**src/rtl/conv_window_sequencer.sv**
```systemverilog
// Purpose : raster pixel stream -> 4 line buffers + 5x5 window -> external conv core -> registered result.
// Latency : 2 cycles from the accept of a window's bottom-right pixel to res_valid (win_vld, then result register).
// Backpressure: res_ready low with a result held stalls the window stage, which drops pix_ready.
//
// Ports: clk/rst_n (sync, active low); start begins a frame from IDLE; pix_in/pix_valid/pix_ready
// is the pixel handshake; win_out drives the core, conv_result returns from it combinationally;
// res_out/res_valid/res_ready is the result handshake; busy/done report frame progress;
// stall_cnt counts output-stall cycles when built with CONV_SEQ_PERF_EN, otherwise reads 0.
module conv_window_sequencer #(
    parameter int IMG_W = 16,
    parameter int IMG_H = 16
) (
    input  logic         clk,
    input  logic         rst_n,
    input  logic         start,
    input  logic [7:0]   pix_in,
    input  logic         pix_valid,
    output logic         pix_ready,
    output logic [199:0] win_out,
    input  logic [63:0]  conv_result,
    output logic [63:0]  res_out,
    output logic         res_valid,
    input  logic         res_ready,
    output logic         busy,
    output logic         done,
    output logic [31:0]  stall_cnt
);

    localparam int CW = (IMG_W > 1) ? $clog2(IMG_W) : 1;
    localparam int RW = (IMG_H > 1) ? $clog2(IMG_H) : 1;
    localparam logic [CW-1:0] COL_LAST = CW'(IMG_W - 1);
    localparam logic [CW-1:0] COL_FOUR = CW'(4);
    localparam logic [RW-1:0] ROW_LAST = RW'(IMG_H - 1);
    localparam logic [RW-1:0] ROW_FOUR = RW'(4);

    typedef enum logic [1:0] {S_IDLE, S_RUN, S_DRAIN, S_DONE} state_t;

    state_t          state;
    state_t          state_nxt;
    logic [CW-1:0]   col;
    logic [RW-1:0]   row;
    logic            win_vld;
    logic [199:0]    win_q;
    logic [199:0]    win_shift;
    logic [63:0]     res_q;
    logic            res_vld_q;
    logic [7:0]      lb [0:3][0:IMG_W-1];
    logic [7:0]      new_col [0:4];

    logic adv;
    logic accept;
    logic last_pix;
    logic frame_start;
    logic load_res;

    assign adv         = !res_vld_q || res_ready;
    assign accept      = pix_valid && pix_ready;
    assign last_pix    = (row == ROW_LAST) && (col == COL_LAST);
    assign frame_start = (state == S_IDLE) && start;
    assign load_res    = win_vld && adv;

    assign win_out   = win_q;
    assign res_out   = res_q;
    assign res_valid = res_vld_q;

    // ---------------- FSM: state register ----------------
    always_ff @(posedge clk) begin
        if (!rst_n) begin
            state <= S_IDLE;
        end else begin
            state <= state_nxt;
        end
    end

    // ---------------- FSM: next state ----------------
    always_comb begin
        state_nxt = state;
        case (state)
            S_IDLE:  if (start) state_nxt = S_RUN;
            S_RUN:   if (accept && last_pix) state_nxt = S_DRAIN;
            S_DRAIN: if (!win_vld && !res_vld_q) state_nxt = S_DONE;
            S_DONE:  state_nxt = S_IDLE;
            default: state_nxt = S_IDLE;
        endcase
    end

    // ---------------- FSM: outputs ----------------
    // A pixel may enter when the window stage is empty or will be drained this cycle.
    always_comb begin
        pix_ready = 1'b0;
        busy      = 1'b0;
        done      = 1'b0;
        case (state)
            S_RUN: begin
                pix_ready = adv || !win_vld;
                busy      = 1'b1;
            end
            S_DRAIN: busy = 1'b1;
            S_DONE:  done = 1'b1;
            default: ;
        endcase
    end

    // ---------------- window column build ----------------
    // Row 0 of the window is the oldest line, so the oldest buffer tap goes on top.
    always_comb begin
        new_col[0] = lb[0][col];
        new_col[1] = lb[1][col];
        new_col[2] = lb[2][col];
        new_col[3] = lb[3][col];
        new_col[4] = pix_in;
    end

    always_comb begin
        win_shift = win_q;
        for (int r = 0; r < 5; r++) begin
            for (int c = 0; c < 4; c++) begin
                win_shift[8*(5*r+c) +: 8] = win_q[8*(5*r+c+1) +: 8];
            end
            win_shift[8*(5*r+4) +: 8] = new_col[r];
        end
    end

    // Line buffers hold no reset: every entry is rewritten by four full rows before any
    // window containing it is flagged valid.
    always_ff @(posedge clk) begin
        if (accept) begin
            lb[0][col] <= lb[1][col];
            lb[1][col] <= lb[2][col];
            lb[2][col] <= lb[3][col];
            lb[3][col] <= pix_in;
        end
    end

    // ---------------- position, window and result stages ----------------
    always_ff @(posedge clk) begin
        if (!rst_n) begin
            row       <= '0;
            col       <= '0;
            win_vld   <= 1'b0;
            win_q     <= '0;
            res_q     <= '0;
            res_vld_q <= 1'b0;
        end else if (frame_start) begin
            row       <= '0;
            col       <= '0;
            win_vld   <= 1'b0;
            res_vld_q <= 1'b0;
        end else begin
            if (accept) begin
                win_q   <= win_shift;
                win_vld <= (row >= ROW_FOUR) && (col >= COL_FOUR);
                if (col == COL_LAST) begin
                    col <= '0;
                    row <= row + 1'b1;
                end else begin
                    col <= col + 1'b1;
                end
            end else if (load_res) begin
                win_vld <= 1'b0;
            end

            // Load wins over consumer accept, so back-to-back results have no bubble.
            if (load_res) begin
                res_q     <= conv_result;
                res_vld_q <= 1'b1;
            end else if (res_ready) begin
                res_vld_q <= 1'b0;
            end
        end
    end

    // ---------------- optional output-stall counter ----------------
`ifdef CONV_SEQ_PERF_EN
    logic [31:0] stall_q;

    always_ff @(posedge clk) begin
        if (!rst_n) begin
            stall_q <= '0;
        end else if (frame_start) begin
            stall_q <= '0;
        end else if (busy && res_vld_q && !res_ready && (stall_q != '1)) begin
            stall_q <= stall_q + 32'd1;
        end
    end

    assign stall_cnt = stall_q;
`else
    assign stall_cnt = '0;
`endif

endmodule

```
**config.mk**
```make
export PLATFORM = sky130hd
export DESIGN_NAME = conv_window_sequencer
export DESIGN_NICKNAME = d
export VERILOG_FILES = /design/src/rtl/conv_window_sequencer.sv
export SDC_FILE = /design/constraint.sdc
export NUM_CORES = 1
export LEC_CHECK = 0
export BUFFER_PORTS_ARGS = -buffer_cell sky130_fd_sc_hd__buf_4
export CAP_MARGIN = 20
export CORE_MARGIN = 3
export CORE_UTILIZATION = 58
export DETAILED_ROUTE_END_ITERATION = 7
export PLACE_DENSITY = 0.8
export SYNTH_ARGS = -nofsm -noshare
export SYNTH_HDL_FRONTEND = slang
export SYNTH_SLANG_ARGS = --single-unit
```
**constraint.sdc**
```tcl
create_clock -name clk -period 4.6 [get_ports clk]
set_input_delay 0.92 -clock clk [delete_from_list [all_inputs] [get_ports clk]]
set_output_delay 0.92 -clock clk [all_outputs]
set_load 0.02 [all_outputs]
```
# Word level (Yosys, flattened, before mapping)
# Memory sizes are Yosys's and may differ from the RTL's.
# Index checks and enable logic that the tools add are counted.
dict set report classes {
  n_addsub 2
  order_cmp 4
  n_eq_ne 8
  mux 28
  bitwise 3
  n_reduce_logical 21
}
# cell n
set op_table {}
lappend op_table {{$bmux W8 S4} 4}
lappend op_table {{$mux W128} 1}
lappend op_table {{$mux W8} 9}
lappend op_table {{$demux W8 S4} 1}
lappend op_table {{$add A4 B1 Y4 const B} 2}
lappend op_table {{$eq A4 B4 Y1 const B} 2}
lappend op_table {{$ge A4 B3 Y1 const B} 2}
lappend op_table {{$logic_and A1 B1 Y1} 8}
lappend op_table {{$mux W1} 8}
lappend op_table {{$pmux W2 S4} 1}
lappend op_table {{$mux W2} 3}
lappend op_table {{$ne A2 B2 Y1 const B} 3}
lappend op_table {{$reduce_and A2 Y1} 3}
lappend op_table {{$ge A5 B5 Y1 const B} 1}
lappend op_table {{$lt A5 B1 Y1 const B} 1}
lappend op_table {{$not A4 Y5} 1}
lappend op_table {{$eq A2 B2 Y1 const B} 2}
lappend op_table {{$mux W4} 1}
lappend op_table {{$reduce_bool A2 Y1} 2}
lappend op_table {{$reduce_or A2 Y1} 2}
lappend op_table {{$reduce_and A3 Y1} 1}
lappend op_table {{$eq A2 B1 Y1 const B} 1}
lappend op_table {{$logic_not A1 Y1} 2}
lappend op_table {{$logic_not A2 Y1} 1}
lappend op_table {{other kinds (2)} 4}
dict set report totals {
  reg_bits 276
  ram_bits 512
  input_bits 77
  output_inout_bits 300
  elab_cells 74
  n_memories 1
}
# memory depth word_bits rd rd_ports_with_merged_regs write_ports line
set memory_table {}
lappend memory_table {lb 4 128 4 0 4 47} ;# logic [7:0] lb [0:3][0:IMG_W-1];

# Depth between registers and ports, before layout
# Gate-level depths: netlist of the first run.
dict set report logic_depth {
  ltp_word 8
  depth_mapped 9
  mapped_depth_nobuf 6
}

# Least setup slack after synthesis of the first run
# Ideal clock, no wire load.
dict set report synth_timing {
  path_type {input to register}
  start {input port res_ready}
  end {memory lb[0][104] (netlist bit) (enable)}
  setup_time_ns 0.461
  t_arrival_ns 3.860
  required_time_ns 4.139
  setup_slack_ns 0.279
  cell_stages 5
  n_path_buf 1
  path_cell_list {nand3b_2 > and3_1 > clkbuf_1 > nand2_1 > nor3_1}
}
# element line
set synth_lines {}
lappend synth_lines {{from (decl)} 23} ;# input logic res_ready,
lappend synth_lines {{to (decl)} 47}

==> results, run 1 <==
- The total non-filler cell area in the finished layout is 36000 µm².
- The maximum clock rate is 309 MHz.
- The number of gates resized after CTS was 0.
- The clock-pin transition on the worst setup and hold timing paths is 0.06 ns.
- Global routing finished with a remaining overflow of 0.
- The core region area is 50700 µm².
- The initial utilization of the core area, before any placement, comes to 59.3%.
- The period utilization is 70.4%.
- The portion of total power attributed to the clock network is 40.7%.
- The share of the core filled with cells is 71.0%.
- The number of global-route vias before repair is 18100.
- The average via count per standard cell is 5.92.
- The first-pass iteration count of the detailed router is 5.
- The maximum clock path buffer count is 3.
- The starting DRC count in detailed routing is 1800.
- The number of antenna violations at the first check in global routing is 1.
- The number of hold-slack violations in the final timing report is 0.
- For this run, design rule violations remaining after detail routing come to 0.
- After legalization and detailed placement, the total HPWL measured 47.5 mm.
- The max-slew violation count came to 0.
- Input and output buffers added on the ports amount to 344.
- The site row count is 82.
- The kind of end point of the critical path is a flip-flop.
- The tree built by TritonCTS fans out to 788 sinks.
- The combinational power share is 8.4%.
- The slew at the pin with the worst max-slew slack is 1.11 ns.
- Entering global routing, the biggest net connects 167 pins.
- Net switching is 23.5% of the power.
- Among all flip-flop cells after synthesis, the most frequent one is edfxtp_1.
- The run finished with clean final reports.
- The shortest period the worst path allows is 3.24 ns.
- Across all setup checks in the final design, the least slack found is 1.36 ns.
- The number of synthesized register bits is 788.
- The final-layout setup total negative slack is 0 ns.
- The fraction of layout instances using a drive strength above 1 is 27.8%.
- Registers are responsible for 50.9% of the overall power.
- Global routing consumed, over all layers together, 27.8% of the routing resources.
- Summed over all layers, the routed wires come to 76.8 mm.
- The top-level I/O count is 377.
- The share of synthesized registers carrying an async set or reset is 0%.
- The number of buffers inserted to repair setup after CTS is 0.
- Summed over all cells, the static leakage comes to 0.0128 µW.
- STA puts the critical path data required time at 4.85 ns.
- The maximum net fanout on the critical path is 32.
- The worst vdd rail ir drop is 0.472 mV.
- The net switching component of the power is 3650 µW.
- The synthesized design spends more area on one cell type than any other, namely edfxtp_1.
- For the worst setup path, the data arrival time is 3.49 ns.
- After detailed routing, the average wire length per cell comes to 24.7 µm.
- The cell count after synthesis is 2023.
- In this run, synthesis inferred 512 flip-flops with an integrated enable.
- The first global-routing pass estimated 113 mm of wire.
- For this run, global-route usage on met1 was measured as 36.1%.
- The met2 track demand over resource in global routing is 45.1%.
- Measured along the y axis, the die boundary spans 234 µm.
- The die outline area is 54600 µm².
- The average instance in the mapped netlist occupies 14.9 µm².
- The cell area reported after detailed placement is 33300 µm².
- The later pin in the worst-skew pair is clocked with a latency of 0.62 ns.
- Internal power comes to 11900 µW.
- The count of vias placed by the detailed router is 18400.
- Sequential elements use 69.5% of the synthesized area.
- The layer carrying the most global-route usage is met2.
- By area the synthesized netlist is led by edfxtp_1 (51%), dfxtp_1 (18%), mux4_2 (9.6%).
- At the placement stage, the worst setup path has a slack of 1.29 ns.
- The headroom to the max-slew limit is 24.0%.
- The post-detailed-route count of antenna-violating nets is 0.
- The root buffer selected by CTS is clkbuf_16.
- The die extent in x is 234 µm.
- Max-cap violations in this run came to 0.
- The critical path startpoint category is a flip-flop.
- The H-tree was split into 3 levels.
- The critical path is of the reg2reg type.
- The placer's final routability congestion estimate is 0.821.
- The area growth from synthesis to final layout is 19.7%.
- In the layout the commonest cells are edfxtp_1 (512), nand2_1 (474), buf_4 (392).
- The top cell type by area accounts for 51.2% of the synthesized area.
- Hold repair after CTS inserted 0 buffers.
- The number of unique standard cell types used by synthesis is 37.
- The ratio of total power to cell area is 432 nW/µm².
- The met3 demand-to-capacity share in global routing is 5.63%.
- The yosys synthesis warning count is 0.
- The summed instance area of the synthesized netlist is 30100 µm².
- Leaving out fill and tap cells, the most frequent cell in the layout is edfxtp_1.
- After the last flow step, the layout net total stands at 2458.
- On the final layout, the worst clock skew is 0.0229 ns.
- TritonCTS built the clock tree.
- Setup repair after global routing left no endpoint under its margin.
- The min-delay analysis places its worst path in the category reg2reg.
- Clock tree synthesis inserted a total of 78 buffers.
- The total of endpoints with negative setup slack in the final report is 0.
## power by group through the flow
stage / combinational (µW) / clock, µW / sequential [µW]
after floorplan: 744 / 0 / 8080
after global placement: 1200 / 0 / 8050
after detailed placement: 1260 / 0 / 8060
after CTS: 1270 / 6390 / 7910
after global routing: 1400 / 6650 / 7920
final: 1310 / 6320 / 7910
## flip-flops by register name (all words and copies together), names as in the netlist
signal	flops
win_vld	1
col	4
row	4
res_out	64
res_valid	1
win_out	200
lb	512
state	2
## layout make-up
cell class | instances | area [µm²]
sequential | 788 | 20900
fill | 3073 | 14700
tap | 672 | 841
clock buffer | 115 | 2310
inverter | 7 | 27.5
antenna | 1 | 2.50
clock inverter | 29 | 250
multi-input combinational | 1095 | 8500
timing repair buffer | 402 | 3130
## kinds of logic (layout without fill, tap and decap cells)
group / Yosys count / in the layout / share of synthesized area (%)
AOI/OAI and AO/OA: 276 / 276 / 7.00
adders and majority gates: 9 / 9 / 0.375
other: 1 / 33 / 0.0125
muxes: 219 / 219 / 12.6
buffers and inverters: 171 / 553 / 3.01
DFF: 788 / 788 / 69.5
and+or+nand+nor: 554 / 554 / 7.30
xor gates and xnor gates: 5 / 5 / 0.146
## synthesized netlist by cell type (4+ instances only)
cell type	instances
buf_6	9
edfxtp_1	512
nor2_1	18
mux4_2	128
nand2_1	474
a21boi_0	233
inv_1	6
o221ai_1	33
buf_1	11
buf_4	35
a21oi_1	4
mux2i_1	90
dfxtp_1	276
nand3_1	38
nor3_1	5
and3_1	5
nand4_1	5
clkbuf_1	58
ha_1	9
buf_2	51
## metal layers
metal  wire length (µm)  up-vias
li1                   -     8108
met2              37400      914
met4               3800        0
met1              28800     9222
met5                  0        -
met3               6810      169
## worst paths after layout
kind | start | slack, ns | to | cells after the start
worst min-delay path | res_out[62] | 0.46 | res_out[62] | 2
worst max-delay path | col[0] | 1.36 | lb[2][87] | 4
worst min register to register | res_out[62] | 0.46 | res_out[62] | 2
worst max register to register | col[0] | 1.36 | lb[2][87] | 4
## metrics by stage
stage,instances,power (µW),hold WS (ns)
floorplan,2054,8820,0.476
global placement,2956,9260,0.452
detailed placement,2957,9330,0.458
CTS,3101,15600,0.466
global route,3109,16000,0.482
finish,3109,15500,0.462
## critical path, cell delays in order, from the launching register on
cell and delay, ns:
dfxtp_1 0.46, clkinv_2 0.74, buf_4 0.57, mux2i_1 0.20, mux2i_1 0.89
No activity file was read; power rests on OpenSTA's default activity.
==> run 2, diff against run 1 <==
==> constraint.sdc (replaced) <==
create_clock -name clk -period 3.13 [get_ports clk]
set_input_delay 0.626 -clock clk [delete_from_list [all_inputs] [get_ports clk]]
set_output_delay 0.626 -clock clk [all_outputs]
set_load 0.02 [all_outputs]
==> run 2 against run 1 <==
  * Register-to-register slack worse by 0.93 ns
  * Sequential power grew 47%
  * Clock skew grew 0.0053 ns
  * Power increased by 51%
  * Core utilization up 1.2 points
  * Hold slack got worse by 0.19 ns
  * Die area stayed put
  * Design area increased by 1.7%
  * Critical path type unchanged
  * Largest cell class unchanged
==> results, run 2 (same netlist as run 1, synthesis figures left out) <==
- The longest individual stage delay on the worst path was 0.44 ns (was 0.89 ns).
- Top library cells by usage in the layout, fill and taps aside: edfxtp_1 (512), nand2_1 (474), buf_4 (415) (was edfxtp_1 (512), nand2_1 (474), buf_4 (392)).
- The die extent in x is 234 µm (unchanged).
- The static leakage power is 0.0130 µW (was 0.0128 µW).
- The combinational power share was 8.5% (was 8.4%).
- The maximum clock path buffer count is 3 (unchanged).
- The required arrival time at the worst endpoint is 3.37 ns (was 4.85 ns).
- The ratio of total power to cell area came to 640 nW/µm² (was 432 nW/µm²).
- The final-layout setup total negative slack was 0 ns (unchanged).
- The net switching component of the power was 5450 µW (was 3650 µW).
- The most common library cell in the layout ignoring fill and taps is edfxtp_1 (unchanged).
- The type of the setup path with the least slack is reg2reg (unchanged).
- The number of hold buffers added after CTS was 0 (unchanged).
- The cell area reported after detailed placement came to 33900 µm² (was 33300 µm²).
- The internal power contribution came to 18000 µW (was 11900 µW).
- The port buffer count is 344 (unchanged).
- The kind of path behind the tightest hold check is in2reg (was reg2reg).
- The number of diodes added for antenna fixing is 0 (was 1).
- The worst-path cell with the longest stage delay is and3_1 (was mux2i_1).
- The total CTS buffers was 79 (was 78).
- The maximum net fanout on the critical path came to 21 (was 32).
- The count of vias placed by the detailed router is 18800 (was 18400).
- The total of endpoints with negative setup slack in the final report is 0 (unchanged).
- The root buffer selected by CTS is clkbuf_16 (unchanged).
- The number of sinks on the clock net is 788 (unchanged).
- The overall fraction of global-route tracks in use is 29.4% (was 27.8%).
- The initial standard-cell utilization of the core is 59.3% (unchanged).
- The maximum clock rate was 371 MHz (was 309 MHz).
- The average via count per standard cell was 5.99 (was 5.92).
- The first-pass iteration count of the detailed router is 7 (was 5).
- The critical path startpoint category is a flip-flop (unchanged).
- The worst vdd rail ir drop came to 0.387 mV (was 0.472 mV).
- The starting DRC count in detailed routing is 1944 (was 1800).
- The core region area is 50700 µm² (unchanged).
- The shortest period the worst path allows is 2.70 ns (was 3.24 ns).
- The number of hold-slack violations in the final timing report was 0 (unchanged).
- The max-slew violation count was 0 (unchanged).
- The top-level I/O count was 377 (unchanged).
- The fraction of layout instances using a drive strength above 1 was 28.9% (was 27.8%).
- The fraction of power spent switching nets is 23.3% (was 23.5%).
- Outcome: complete, no violations (unchanged).
- The post-detailed-route count of antenna-violating nets was 0 (unchanged).
- The portion of total power attributed to the clock network is 41.8% (was 40.7%).
- The worst endpoint data arrival time is 2.94 ns (was 3.49 ns).
- The headroom to the max-slew limit is 27.9% (was 24.0%).
- The H-tree depth is 3 (unchanged).
- The kind of end point of the critical path is a flip-flop (unchanged).
- The max capacitance violation total is 0 (unchanged).
- The final-layout fill cell count was 3056 (was 3073).
- The routed length per placed instance was 25.9 µm (was 24.7 µm).
- The layout net count is 2496 (was 2458).
- The global-route wire length before repair came to 118 mm (was 113 mm).
- The total congestion overflow after global routing is 0 (unchanged).
- The DRC violations left is 0 (unchanged).
- The number of buffers inserted to repair setup after CTS was 0 (unchanged).
- The area growth from synthesis to final layout is 21.7% (was 19.7%).
- Critical path, cell by cell: inv_1, ha_1, and3_1, nand2_1, nor2_4, buf_4 (was clkinv_2, buf_4, mux2i_1, mux2i_1).
- The clock-pin transition on the worst setup and hold timing paths came to 0.06 ns (about the same).
- The maximum number of pins on one net before global-route repair came to 182 (was 167).
- The total detailed-routing wirelength is 81.6 mm (was 76.8 mm).
- The die height is 234 µm (unchanged).
- The slew at the pin with the worst max-slew slack came to 1.05 ns (was 1.11 ns).
- The site row count is 82 (unchanged).
- The total non-filler cell area in the finished layout is 36600 µm² (was 36000 µm²).
- The insertion delay to the later sink of the worst-skew pair is 0.62 ns (about the same).
- The TritonCTS clock tree is yes (unchanged).
- The part of the power in registers is 49.7% (was 50.9%).
- The number of antenna violations at the first check in global routing was 1 (unchanged).
- The placer's final routability congestion estimate came to 0.835 (was 0.821).
- The register bank with the most flops is lb (unchanged).
- The count of instances resized after the clock tree is built is 0 (unchanged).
- The setup clock skew after layout was 0.0282 ns (was 0.0229 ns).
- The number of flip-flops under the largest register name is 512 (unchanged).
- The period utilization is 86.2% (was 70.4%).
- The die outline area is 54600 µm² (unchanged).
- The HPWL reported at the end of detailed placement was 49.8 mm (was 47.5 mm).
- The number of global-route vias before repair came to 18500 (was 18100).
- Setup repair after global routing missed its margin: false (unchanged).
run 2: changes by cell type in the layout (fill, tap and decap cells not counted), sizes merged:
cell,before,now
clkbuf,115,101
clkinv,20,24
clkinvlp,1,7
diode,1,0
inv,12,11
buf,402,439
bufinv,3,11
run 2: final timing paths:
check,start,endpoint,slack (ns),depth (start not counted)
max,state[1],lb[1][54],0.43,6
min,conv_result[52],res_out[52],0.27,3
max reg2reg,state[1],lb[1][54],0.43,6
min reg2reg,win_out[86],win_out[86],0.47,2
run 2: cell type report:
class / instances / area [µm²] / share of cell area (%)
clock inverter: 46 / 524 / 1.43
timing repair buffer: 439 / 3590 / 9.81
sequential: 788 / 20900 / 57.2
tap: 672 / 841 / 2.30
inverter: 7 / 27.5 / 0.0753
clock buffer: 101 / 2160 / 5.91
multi-input combinational: 1095 / 8530 / 23.3
run 2: critical path: cells and delay by family (launching register included):
kind	cells	cell delay (ns)
and+or+nand+nor	3	1.00
adders and majority gates	1	0.40
buffers and inverters	2	0.55
DFF	1	0.35
run 2: metal layers:
layer  track usage, %  part of all wire (%)  vias up
li1                 -                     -     8184
met1             36.8                    36     9414
met2             48.4                    49     1038
met3             6.91                   9.8      203
met4             15.1                   5.1        2
met5                0                 0.018        -
run 2: stage by stage:
| stage | setup WS [ns] | util (%) | power, µW | std cells | hold slack [ns] |
|---|---|---|---|---|---|
| final | 0.433 | 72.2 | 23400 | 3148 | 0.273 |
| after global routing | 0.319 | 72.2 | 24000 | 3148 | 0.269 |
| after CTS | 0.501 | 72.1 | 23500 | 3146 | 0.238 |
| after detailed placement | 0.524 | 66.8 | 13800 | 2999 | 0.458 |
| after global placement | 0.544 | 66.8 | 13700 | 2999 | 0.451 |
| after floorplan | -0.0423 | - | 13000 | 2054 | 0.476 |
run 2: power by group through the flow:
stage	Sequential, µW	Clock, µW	Combinational, µW
6_report	11600	9780	1990
5_1_grt	11600	10300	2120
4_1_cts	11600	9870	1950
3_5_place_dp	11900	0	1930
3_3_place_gp	11800	0	1850
2_1_floorplan	11900	0	1090
